**src/rtl/gpio_cond_pkg.sv**
```systemverilog
// Shared encodings and helpers for the GPIO input conditioner.
package gpio_cond_pkg;

  typedef enum logic [1:0] {
    ST_LOW     = 2'd0,
    ST_HI_PEND = 2'd1,
    ST_HIGH    = 2'd2,
    ST_LO_PEND = 2'd3
  } db_state_e;

  localparam logic [7:0] GLITCH_MAX = 8'd255;

  // Bring-up counter: sticks at GLITCH_MAX instead of wrapping.
  function automatic logic [7:0] sat_inc8(input logic [7:0] v);
    if (v == GLITCH_MAX) begin
      sat_inc8 = v;
    end else begin
      sat_inc8 = v + 8'd1;
    end
  endfunction

endpackage

```
**src/rtl/gpio_debounce_ch.sv**
```systemverilog
// One GPIO channel: synchroniser, debounce FSM/counter, edge pulses, glitch counter.
module gpio_debounce_ch
  import gpio_cond_pkg::*;
#(
  parameter int SYNC_STAGES = 2,
  parameter int DB_CYCLES   = 16000,
  parameter int CNT_W       = $clog2(DB_CYCLES)
) (
  input  logic       clk,
  input  logic       rst,
  input  logic       pad_i,
  input  logic       pad_ie,
  output logic       s_o,
  output logic       db_o,
  output logic       rise_p,
  output logic       fall_p,
  output logic [7:0] glitch_cnt
);

  localparam logic [CNT_W-1:0] CNT_MAX  = CNT_W'(DB_CYCLES - 1);
  localparam logic [CNT_W-1:0] CNT_ZERO = {CNT_W{1'b0}};

  logic [SYNC_STAGES-1:0] sync_q, sync_d;
  db_state_e              state_q, state_d;
  logic [CNT_W-1:0]       cnt_q, cnt_d;
  logic                   db_q, db_d;
  logic                   rise_q, rise_d;
  logic                   fall_q, fall_d;
  logic [7:0]             glitch_q, glitch_d;
  logic                   s;
  logic                   abort;

  assign s = sync_q[SYNC_STAGES-1];

  always_comb begin
    sync_d   = {sync_q[SYNC_STAGES-2:0], pad_i};
    state_d  = state_q;
    cnt_d    = cnt_q;
    abort    = 1'b0;
    case (state_q)
      ST_LOW: begin
        if (s) begin
          state_d = ST_HI_PEND;
          cnt_d   = CNT_ZERO;
        end else begin
          cnt_d   = CNT_ZERO;
        end
      end
      ST_HI_PEND: begin
        if (!s) begin
          state_d = ST_LOW;
          cnt_d   = CNT_ZERO;
          abort   = 1'b1;
        end else if (cnt_q == CNT_MAX) begin
          state_d = ST_HIGH;
          cnt_d   = CNT_ZERO;
        end else begin
          cnt_d   = cnt_q + CNT_W'(1);
        end
      end
      ST_HIGH: begin
        if (!s) begin
          state_d = ST_LO_PEND;
          cnt_d   = CNT_ZERO;
        end else begin
          cnt_d   = CNT_ZERO;
        end
      end
      ST_LO_PEND: begin
        if (s) begin
          state_d = ST_HIGH;
          cnt_d   = CNT_ZERO;
          abort   = 1'b1;
        end else if (cnt_q == CNT_MAX) begin
          state_d = ST_LOW;
          cnt_d   = CNT_ZERO;
        end else begin
          cnt_d   = cnt_q + CNT_W'(1);
        end
      end
      default: begin
        state_d = ST_LOW;
        cnt_d   = CNT_ZERO;
      end
    endcase

    // db tracks the next state so it flips on the same edge as the FSM settles.
    db_d     = (state_d == ST_HIGH) || (state_d == ST_LO_PEND);
    rise_d   = db_d & ~db_q & pad_ie;
    fall_d   = ~db_d & db_q & pad_ie;
    if (abort) begin
      glitch_d = sat_inc8(glitch_q);
    end else begin
      glitch_d = glitch_q;
    end
  end

  always_ff @(posedge clk) begin
    if (rst) begin
      sync_q   <= {SYNC_STAGES{1'b0}};
      state_q  <= ST_LOW;
      cnt_q    <= CNT_ZERO;
      db_q     <= 1'b0;
      rise_q   <= 1'b0;
      fall_q   <= 1'b0;
      glitch_q <= 8'd0;
    end else begin
      sync_q   <= sync_d;
      state_q  <= state_d;
      cnt_q    <= cnt_d;
      db_q     <= db_d;
      rise_q   <= rise_d;
      fall_q   <= fall_d;
      glitch_q <= glitch_d;
    end
  end

  assign s_o        = s;
  assign db_o       = db_q;
  assign rise_p     = rise_q;
  assign fall_p     = fall_q;
  assign glitch_cnt = glitch_q;

endmodule

```
**src/rtl/gpio_in_cond.sv**
```systemverilog
// GPIO input conditioner: per-channel debounce plus bypass/input-enable gating
// toward the SoC i_ival inputs.
module gpio_in_cond
  import gpio_cond_pkg::*;
#(
  parameter int NUM_GPIO    = 2,
  parameter int SYNC_STAGES = 2,
  parameter int DB_CYCLES   = 16000,
  parameter int CNT_W       = $clog2(DB_CYCLES)
) (
  input  logic                  clk,
  input  logic                  rst,
  input  logic [NUM_GPIO-1:0]   pad_i,
  input  logic [NUM_GPIO-1:0]   pad_ie,
  input  logic                  bypass,
  output logic [NUM_GPIO-1:0]   ival,
  output logic [NUM_GPIO-1:0]   rise_p,
  output logic [NUM_GPIO-1:0]   fall_p,
  output logic [NUM_GPIO*8-1:0] glitch_cnt
);

  logic [NUM_GPIO-1:0] s;
  logic [NUM_GPIO-1:0] db;

  for (genvar k = 0; k < NUM_GPIO; k++) begin : g_ch
    gpio_debounce_ch #(
      .SYNC_STAGES (SYNC_STAGES),
      .DB_CYCLES   (DB_CYCLES),
      .CNT_W       (CNT_W)
    ) u_ch (
      .clk        (clk),
      .rst        (rst),
      .pad_i      (pad_i[k]),
      .pad_ie     (pad_ie[k]),
      .s_o        (s[k]),
      .db_o       (db[k]),
      .rise_p     (rise_p[k]),
      .fall_p     (fall_p[k]),
      .glitch_cnt (glitch_cnt[8*k +: 8])
    );

    // Same AND gating as the pad wrapper; the only combinational path.
    assign ival[k] = (bypass ? s[k] : db[k]) & pad_ie[k];
  end

endmodule

```
**config.mk**
```make
export PLATFORM = sky130hd
export DESIGN_NAME = gpio_in_cond
export DESIGN_NICKNAME = d
export VERILOG_FILES = /design/src/rtl/gpio_cond_pkg.sv /design/src/rtl/gpio_debounce_ch.sv /design/src/rtl/gpio_in_cond.sv
export SDC_FILE = /design/constraint.sdc
export NUM_CORES = 1
export LEC_CHECK = 0
export BUFFER_PORTS_ARGS = -buffer_cell sky130_fd_sc_hd__buf_2
export CORE_UTILIZATION = 57
export DETAILED_ROUTE_END_ITERATION = 10
export PLACE_DENSITY_LB_ADDON = 0.25
export REMOVE_ABC_BUFFERS = 1
export SLEW_MARGIN = 20
export SYNTH_ARGS = -nofsm -noshare
export SYNTH_HDL_FRONTEND = slang
export SYNTH_SLANG_ARGS = --single-unit
```
**constraint.sdc**
```tcl
create_clock -name clk -period 2.5 [get_ports clk]
set_input_delay 0.375 -clock clk [delete_from_list [all_inputs] [get_ports clk]]
set_output_delay 0.375 -clock clk [all_outputs]
set_load 0.01 [all_outputs]
```
==> results of run 1 <==
-- registers in the layout, indices dropped and copies added, names as in the netlist --
name,flops
g_ch.u_ch.rise_p,2
g_ch.u_ch.cnt_q,28
g_ch.u_ch.state_q,4
g_ch.u_ch.sync_q,4
g_ch.u_ch.fall_p,2
g_ch.u_ch.glitch_cnt,16
g_ch.u_ch.db_o,2
-- final cells by class --
class                           count  area, sq um  share of cell area (%)
Sequential cell                    58         1160                    40.1
Clock buffer                        9          124                    4.28
Multi-Input combinational cell    194         1280                    44.2
Clock inverter                      7         93.8                    3.24
Timing Repair Buffer               29          148                    5.10
Tap cell                           50         62.6                    2.16
Inverter                            7         26.3                   0.908
-- power groups by stage --
stage                     sequential [mW]  clock, mW  combinational [mW]
after floorplan                     0.955          0              0.0135
final                               0.934      0.932              0.0305
after global placement              0.955          0              0.0297
after detailed placement            0.955          0              0.0308
after global routing                0.934      0.995              0.0339
after CTS                           0.934      0.954              0.0309
-- worst min path at each step --
stage | startpoint | to | slack, ns
after global placement | g_ch[0].u_ch.sync_q[0] | g_ch[0].u_ch.sync_q[1] | 0.42
final | pad_i[1] | g_ch[1].u_ch.sync_q[0] | 0.28
after global routing | pad_i[1] | g_ch[1].u_ch.sync_q[0] | 0.26
after floorplan | g_ch[0].u_ch.db_o | g_ch[0].u_ch.rise_p | 0.41
after detailed placement | g_ch[1].u_ch.sync_q[0] | g_ch[1].u_ch.sync_q[1] | 0.42
after CTS | pad_i[1] | g_ch[1].u_ch.sync_q[0] | 0.26
-- synth_stat cells, drive strengths merged (2+ instances only) --
master | instances | area share (%)
o211ai | 2 | 0.59
xor2 | 11 | 3.8
nor3 | 7 | 1.4
o2111ai | 4 | 1.4
dfxtp | 58 | 46
mux2i | 6 | 2.4
nor3b | 2 | 0.59
ha | 4 | 2.0
a21oi | 6 | 1.2
buf | 5 | 1.6
clkbuf | 5 | 0.74
nand2 | 13 | 1.9
or3 | 2 | 0.50
nor2 | 47 | 8.0
xnor2 | 21 | 7.6
and3 | 6 | 1.5
nand4 | 8 | 2.6
nor4b | 2 | 0.69
nand3 | 19 | 3.8
or4 | 5 | 1.6
o21ai | 2 | 0.40
nor2b | 6 | 1.5
and4b | 2 | 0.79
o31ai | 4 | 1.2
nor4 | 8 | 2.2
inv | 7 | 1.0
-- metal layers --
layer  global-route usage (%)  part of all wire [%]  vias up
met5                        0                     0        -
met3                     6.25                   4.6        7
met4                     14.6                   1.7        0
li1                         -                     -      999
met2                     34.7                    46       43
met1                     24.7                    48      915
-- logic make-up after synthesis --
group | after synthesis | synth area share [%]
xor gates and xnor gates | 32 | 11.4
DFF | 58 | 46.0
and+or+nand+nor | 131 | 28.5
buffers and inverters | 17 | 3.42
adders and majority gates | 4 | 1.98
AOI/OAI and AO/OA | 21 | 6.34
muxes | 6 | 2.38
==> summary.md, run 1 <==
| Metric | Value |
|---|---|
| Initial antenna violation count | `0` |
| Gate power share | `1.6%` |
| Worst Hold Depth | `2` |
| Max Freq | `496 MHz` |
| Mapped Area | `2520 sq um` |
| Dominant synthesized flop cell | `dfxtp_1` |
| Final net count | `310` |
| Crit start category | `flop` |
| Synthesis-stage register bit count | `58` |
| Power share of the sequential group | `49.2%` |
| Fin worst setup slack | `0.484 ns` |
| # placed instances | `338` |
| Max-slew violations | `0` |
| WL per Instance | `12.6 microns` |
| Crit Path Max Fanout | `12` |
| Clock sinks | `58` |
| Post-DR vias/cell | `5.55` |
| Endpoint type of the worst setup path | `flop` |
| Drt initial violations | `113` |
| Non-Filler Instances | `354` |
| Critical path launch point | `g_ch[0].u_ch.cnt_q[0]` |
| Setup Crit Path Kind | `reg2reg` |
| Grt ovf | `0` |
| Setup bufs post-CTS | `0` |
| Switch Pwr | `397 uW` |
| Pre-CTS setup slack | `0.505 ns` |
| Setup crit end | `g_ch[0].u_ch.cnt_q[2]` |
| Worst slew margin relative to its limit | `64.6%` |
| Detailed Routing Iterations Pass 1 | `4` |
| Hold WC Path Type | `in2reg` |
| Die area | `4700 sq um` |
| H-tree depth | `3` |
| Mean Syn Cell Area | `9.39 sq um` |
| Largest net degree at the start of global routing | `32` |
| R2R Setup Slk | `0.48 ns` |
| Number of diodes | `0` |
| Placed cell areas | `2680 sq um` |
| WP depth | `6` |
| Vias | `1964` |
| Pleak | `1.02 nW` |
| Yosys cell types | `39` |
| DRC errors left | `0` |
| Starting density of the core | `61.4%` |
| First-pass GRT wire length | `7300 microns` |
| # rows | `23` |
| Post-layout util | `70.3%` |
| Setup TNS Final | `0 ns` |
| FF-to-FF End | `g_ch[0].u_ch.cnt_q[2]` |
| Asr flop ratio synth | `0%` |
| Final setup viols | `0` |
| Buf+Inv Stages, Crit Path | `1` |
| Power Total | `1.90 mW` |
| Detailed placement HPWL | `3050 microns` |
| Cell chain of the critical path | `ha_1 -> nand4_4 -> or4_4 -> o311ai_4 -> buf_4 -> nor2_1` |
| Worst vdd ir | `398 uV` |
| Most common cell after layout, fill and taps aside | `dfxtp_1` |
| Clk pwr share | `49.2%` |
| Cell Pwr Density | `656 nW/um^2` |
| Routed WL | `4470 microns` |
| Unrepaired setup endpoints after global routing | `false` |
| Final Hold Vio Count | `0` |
| Yosys warns | `0` |
| Layout Skew | `0.00690 ns` |
| Post-synthesis sequential area ratio | `46.0%` |
| Clk pin slew, worst setup/hold paths | `0.06 ns` |
| Area Overhead vs Synth | `14.6%` |
| Switching Share | `20.9%` |
| Worst-Margin Slew | `0.529 ns` |
| Vias in the first global route | `1727` |
| Status | `finished, final reports clean` |
| Clk root buf | `clkbuf_8` |
| Routability Congestion | `0.747` |
| Worst-skew pair later-pin latency | `0.33 ns` |
| Design Area, Final | `2890 sq um` |
| FF-to-FF Start | `g_ch[0].u_ch.cnt_q[0]` |
| Req. time, crit path | `2.71 ns` |
| CP max-delay cell | `or4_4` |
| Layout cells sized above 1 | `19.7%` |
| Final worst-path cycle share | `80.6%` |
| Synth Instances | `269` |
| TritonCTS clock tree | `built` |
| Final antenna-violating net count | `0` |
| Post-cts gate resize count | `0` |
| Hold_buf cts | `0` |
| Die width | `68.6 microns` |
| Boundary Pins | `29` |
| Max cap viols | `0` |
| Pint | `1.50 mW` |
| Post-synth EDFFs | `0` |
| Worst R2R Path Depth | `6` |
| Die Y | `68.6 microns` |
| CP peak stage delay | `0.52 ns` |
| Count of filler cells inserted in the layout | `315` |
| CTS max path bufs | `2` |
| Minimum hold slack | `0.278 ns` |
| Delay-heaviest family, CP | `simple AND/OR/NAND/NOR gates` |
| Buffers on Ports | `28` |
| Critical path arrival | `2.23 ns` |
| Commonest non-fill, non-tap cells in the layout | `58 x dfxtp_1, 37 x nor2_1, 28 x buf_2` |
| Core area | `4120 sq um` |
| Crit path time final | `2.02 ns` |
| Num CTS Buffers | `9` |
| Tot GR Track Use | `21.6%` |
Note: power is estimated with default switching activity, not from simulation.
==> run 2, diff against run 1 <==
--- a/config.mk
+++ b/config.mk
@@ -5,8 +5,9 @@
 export SDC_FILE = /design/constraint.sdc
 export NUM_CORES = 1
 export LEC_CHECK = 0
+export ABC_AREA = 1
 export BUFFER_PORTS_ARGS = -buffer_cell sky130_fd_sc_hd__buf_2
-export CORE_UTILIZATION = 57
+export CORE_UTILIZATION = 58
 export DETAILED_ROUTE_END_ITERATION = 10
 export PLACE_DENSITY_LB_ADDON = 0.25
 export REMOVE_ABC_BUFFERS = 1
==> constraint.sdc (replaced) <==
create_clock -name clk -period 2.1 [get_ports clk]
set_input_delay 0.315 -clock clk [delete_from_list [all_inputs] [get_ports clk]]
set_output_delay 0.315 -clock clk [all_outputs]
set_load 0.01 [all_outputs]
==> summary.md, run 2 <==
| Metric | Value |
|---|---|
| Post-cts gate resize count | `0 (unchanged)` |
| Drt initial violations | `175 (+55%)` |
| Met3 Usage GRT | `9.12% (+2.9 points)` |
| Req. time, crit path | `2.33 ns (-0.38 ns)` |
| Top reg by flops | `g_ch.u_ch.cnt_q` |
| Endpoint type of the worst setup path | `flop` |
| Crit start category | `flop` |
| Boundary Pins | `29 (unchanged)` |
| Status | `finished, final reports clean` |
| Synth cell count leaders | `96 x nand2_1, 81 x nor2_1, 58 x dfxtp_1` |
| Synthesis-stage register bit count | `58 (unchanged)` |
| Post-synth EDFFs | `0 (unchanged)` |
| Unrepaired setup endpoints after global routing | `false` |
| Dominant synthesized flop cell | `dfxtp_1` |
| Initial antenna violation count | `0 (unchanged)` |
| Worst vdd ir | `601 uV (+51%)` |
| Clk root buf | `clkbuf_8` |
| Met1 Usage GRT | `28.5% (+3.8 points)` |
| TritonCTS clock tree | `built` |
| Post-synthesis sequential area ratio | `40.1% (-5.9 points)` |
| Crit Path Max Fanout | `5 (-7)` |
| # placed instances | `496 (+47%)` |
| Yosys warns | `0 (unchanged)` |
| Count of filler cells inserted in the layout | `397 (+26%)` |
| Num CTS Buffers | `9 (unchanged)` |
| Final Hold Vio Count | `0 (unchanged)` |
| Core area | `4750 sq um (+16%)` |
| Cell Pwr Density | `696 nW/um^2 (+6.1%)` |
| Hold WC Path Type | `in2reg` |
| CTS max path bufs | `2 (unchanged)` |
| Largest net degree at the start of global routing | `18 (-44%)` |
| Met2 GRT Util | `37.9% (+3.2 points)` |
| Routed WL | `5490 microns (+23%)` |
| Yosys cell types | `30 (-23%)` |
| Die width | `72.6 microns (+6.0%)` |
| Detailed Routing Iterations Pass 1 | `4 (unchanged)` |
| Non-Filler Instances | `512 (+45%)` |
| Grt ovf | `0 (unchanged)` |
| Setup Crit Path Kind | `reg2reg` |
| Starting density of the core | `60.9% (-0.49 points)` |
| Final antenna-violating net count | `0 (unchanged)` |
| Mean Syn Cell Area | `7.11 sq um (-24%)` |
| Critical path arrival | `1.73 ns (-0.50 ns)` |
| DRC errors left | `0 (unchanged)` |
| Mapped Area | `2890 sq um (+15%)` |
| Fin worst setup slack | `0.597 ns (+0.113 ns)` |
| Synth Instances | `407 (+51%)` |
| Max Freq | `666 MHz (+34%)` |
| WL per Instance | `10.7 microns (-15%)` |
| Vias in the first global route | `2320 (+34%)` |
| Post-DR vias/cell | `4.96 (-11%)` |
| Most Crowded Layer GR | `met2` |
| Post-synth top area share | `40.1% (-5.9 points)` |
| Worst slew margin relative to its limit | `82.6% (+18 points)` |
| Die area | `5280 sq um (+12%)` |
| Commonest non-fill, non-tap cells in the layout | `96 x nand2_1, 81 x nor2_1, 58 x dfxtp_1` |
| Clk pin slew, worst setup/hold paths | `0.07 ns (about the same)` |
| Worst-skew pair later-pin latency | `0.33 ns (about the same)` |
| First-pass GRT wire length | `9640 microns (+32%)` |
| # rows | `25 (+8.7%)` |
| Worst-Margin Slew | `0.260 ns (-0.269 ns)` |
| H-tree depth | `3 (unchanged)` |
| Pre-CTS setup slack | `0.625 ns (+0.120 ns)` |
| Detailed placement HPWL | `4060 microns (+33%)` |
| Crit path time final | `1.50 ns (-0.513 ns)` |
| Top-count cell post-synth | `nand2_1` |
| Final net count | `451 (+45%)` |
| Max-slew violations | `0 (unchanged)` |
| Asr flop ratio synth | `0% (unchanged)` |
| Synth area leader | `dfxtp_1` |
| Final setup viols | `0 (unchanged)` |
| Buffers on Ports | `28 (unchanged)` |
| Area Overhead vs Synth | `14.0%` |
| Tot GR Track Use | `23.4% (+1.8 points)` |
| Design Area, Final | `3300 sq um (+14%)` |
| Number of diodes | `0 (unchanged)` |
| Most common cell after layout, fill and taps aside | `nand2_1` |
| Pleak | `1.31 nW (+29%)` |
| Final worst-path cycle share | `71.6% (-9.1 points)` |
| Setup bufs post-CTS | `0 (unchanged)` |
| Max cap viols | `0 (unchanged)` |
| Largest register FFs | `28 (unchanged)` |
| Placed cell areas | `3080 sq um (+15%)` |
| Layout cells sized above 1 | `18.0% (-1.8 points)` |
| Clock sinks | `58 (unchanged)` |
| Die Y | `72.6 microns (+6.0%)` |
| Vias | `2541 (+29%)` |
| Layout Skew | `0.00756 ns (+0.000658 ns)` |
| Hold_buf cts | `0 (unchanged)` |
| Synth area leaders | `dfxtp_1 40%, nand2_1 12%, nor2_1 11%, nand3_1 5.4%, xor2_1 4.5%` |
| Setup TNS Final | `0 ns (unchanged)` |
| Routability Congestion | `0.884 (+18%)` |
==> run 2: cell types whose count changed after synthesis, sizes merged, moves of 6 or more <==
cell,before,now
nand2,13,105
nor2,47,93
inv,7,42
xnor2,21,2
nand3,19,34
a21oi,6,14
nor4,8,1
mux2i,6,0
nor2b,6,0
==> run 2: worst max-delay path, stage by stage (launching register included) <==
cell	delay [ns]
dfxtp_1	0.39
ha_1	0.27
nand3_2	0.14
inv_2	0.11
nand2_1	0.09
nor2_4	0.14
nand3_1	0.09
nand2_1	0.12
nor2_1	0.05
==> run 2: layer usage <==
metal | part of all wire [%] | vias to the layer above
met1 | 48 | 1126
met3 | 5.2 | 8
met2 | 45 | 63
met4 | 1.1 | 0
met5 | 0 | -
li1 | - | 1344
==> run 2: worst paths after layout <==
kind	start	end	slack [ns]	depth (start not counted)
max	g_ch[0].u_ch.cnt_q[0]	g_ch[0].u_ch.state_q[1]	0.60	8
min	pad_i[0]	g_ch[0].u_ch.sync_q[0]	0.18	3
max reg2reg	g_ch[0].u_ch.cnt_q[0]	g_ch[0].u_ch.state_q[1]	0.60	8
min reg2reg	g_ch[1].u_ch.sync_q[0]	g_ch[1].u_ch.sync_q[1]	0.41	2
==> run 2: cell families (layout without fill, tap and decap cells) <==
group / after synthesis / count (layout) / synth area share [%]
flops: 58 / 58 / 40.1
compound gates: 22 / 22 / 4.84
buf+inv: 50 / 88 / 7.48
fa+ha+maj: 4 / 4 / 1.73
xor+xnor: 17 / 17 / 5.15
simple gates: 256 / 256 / 40.7
==> run 2: area by class of cell <==
class | count | area [sq um] | area share [%]
tap | 67 | 83.8 | 2.54
multi-input combinational | 299 | 1520 | 46.0
clock inverter | 5 | 77.6 | 2.35
timing repair buffer | 29 | 148 | 4.48
inverter | 43 | 170 | 5.16
sequential | 58 | 1160 | 35.2
clock buffer | 11 | 141 | 4.29
==> run 2: through the flow <==
step                      power [mW]  hold WS (ns)  util (%)
after floorplan                 1.17         0.384         -
after global placement          1.19         0.391      64.8
after detailed placement        1.19         0.397      64.8
after CTS                       2.32         0.173      69.4
after global routing            2.38         0.184      69.4
final                           2.29         0.181      69.4
==> run 2: where the power goes <==
group / internal, mW / total (mW) / switching [mW]
sequential: 1.11 / 1.11 / 0.00627
combinational: 0.0202 / 0.0546 / 0.0344
clock: 0.696 / 1.13 / 0.430
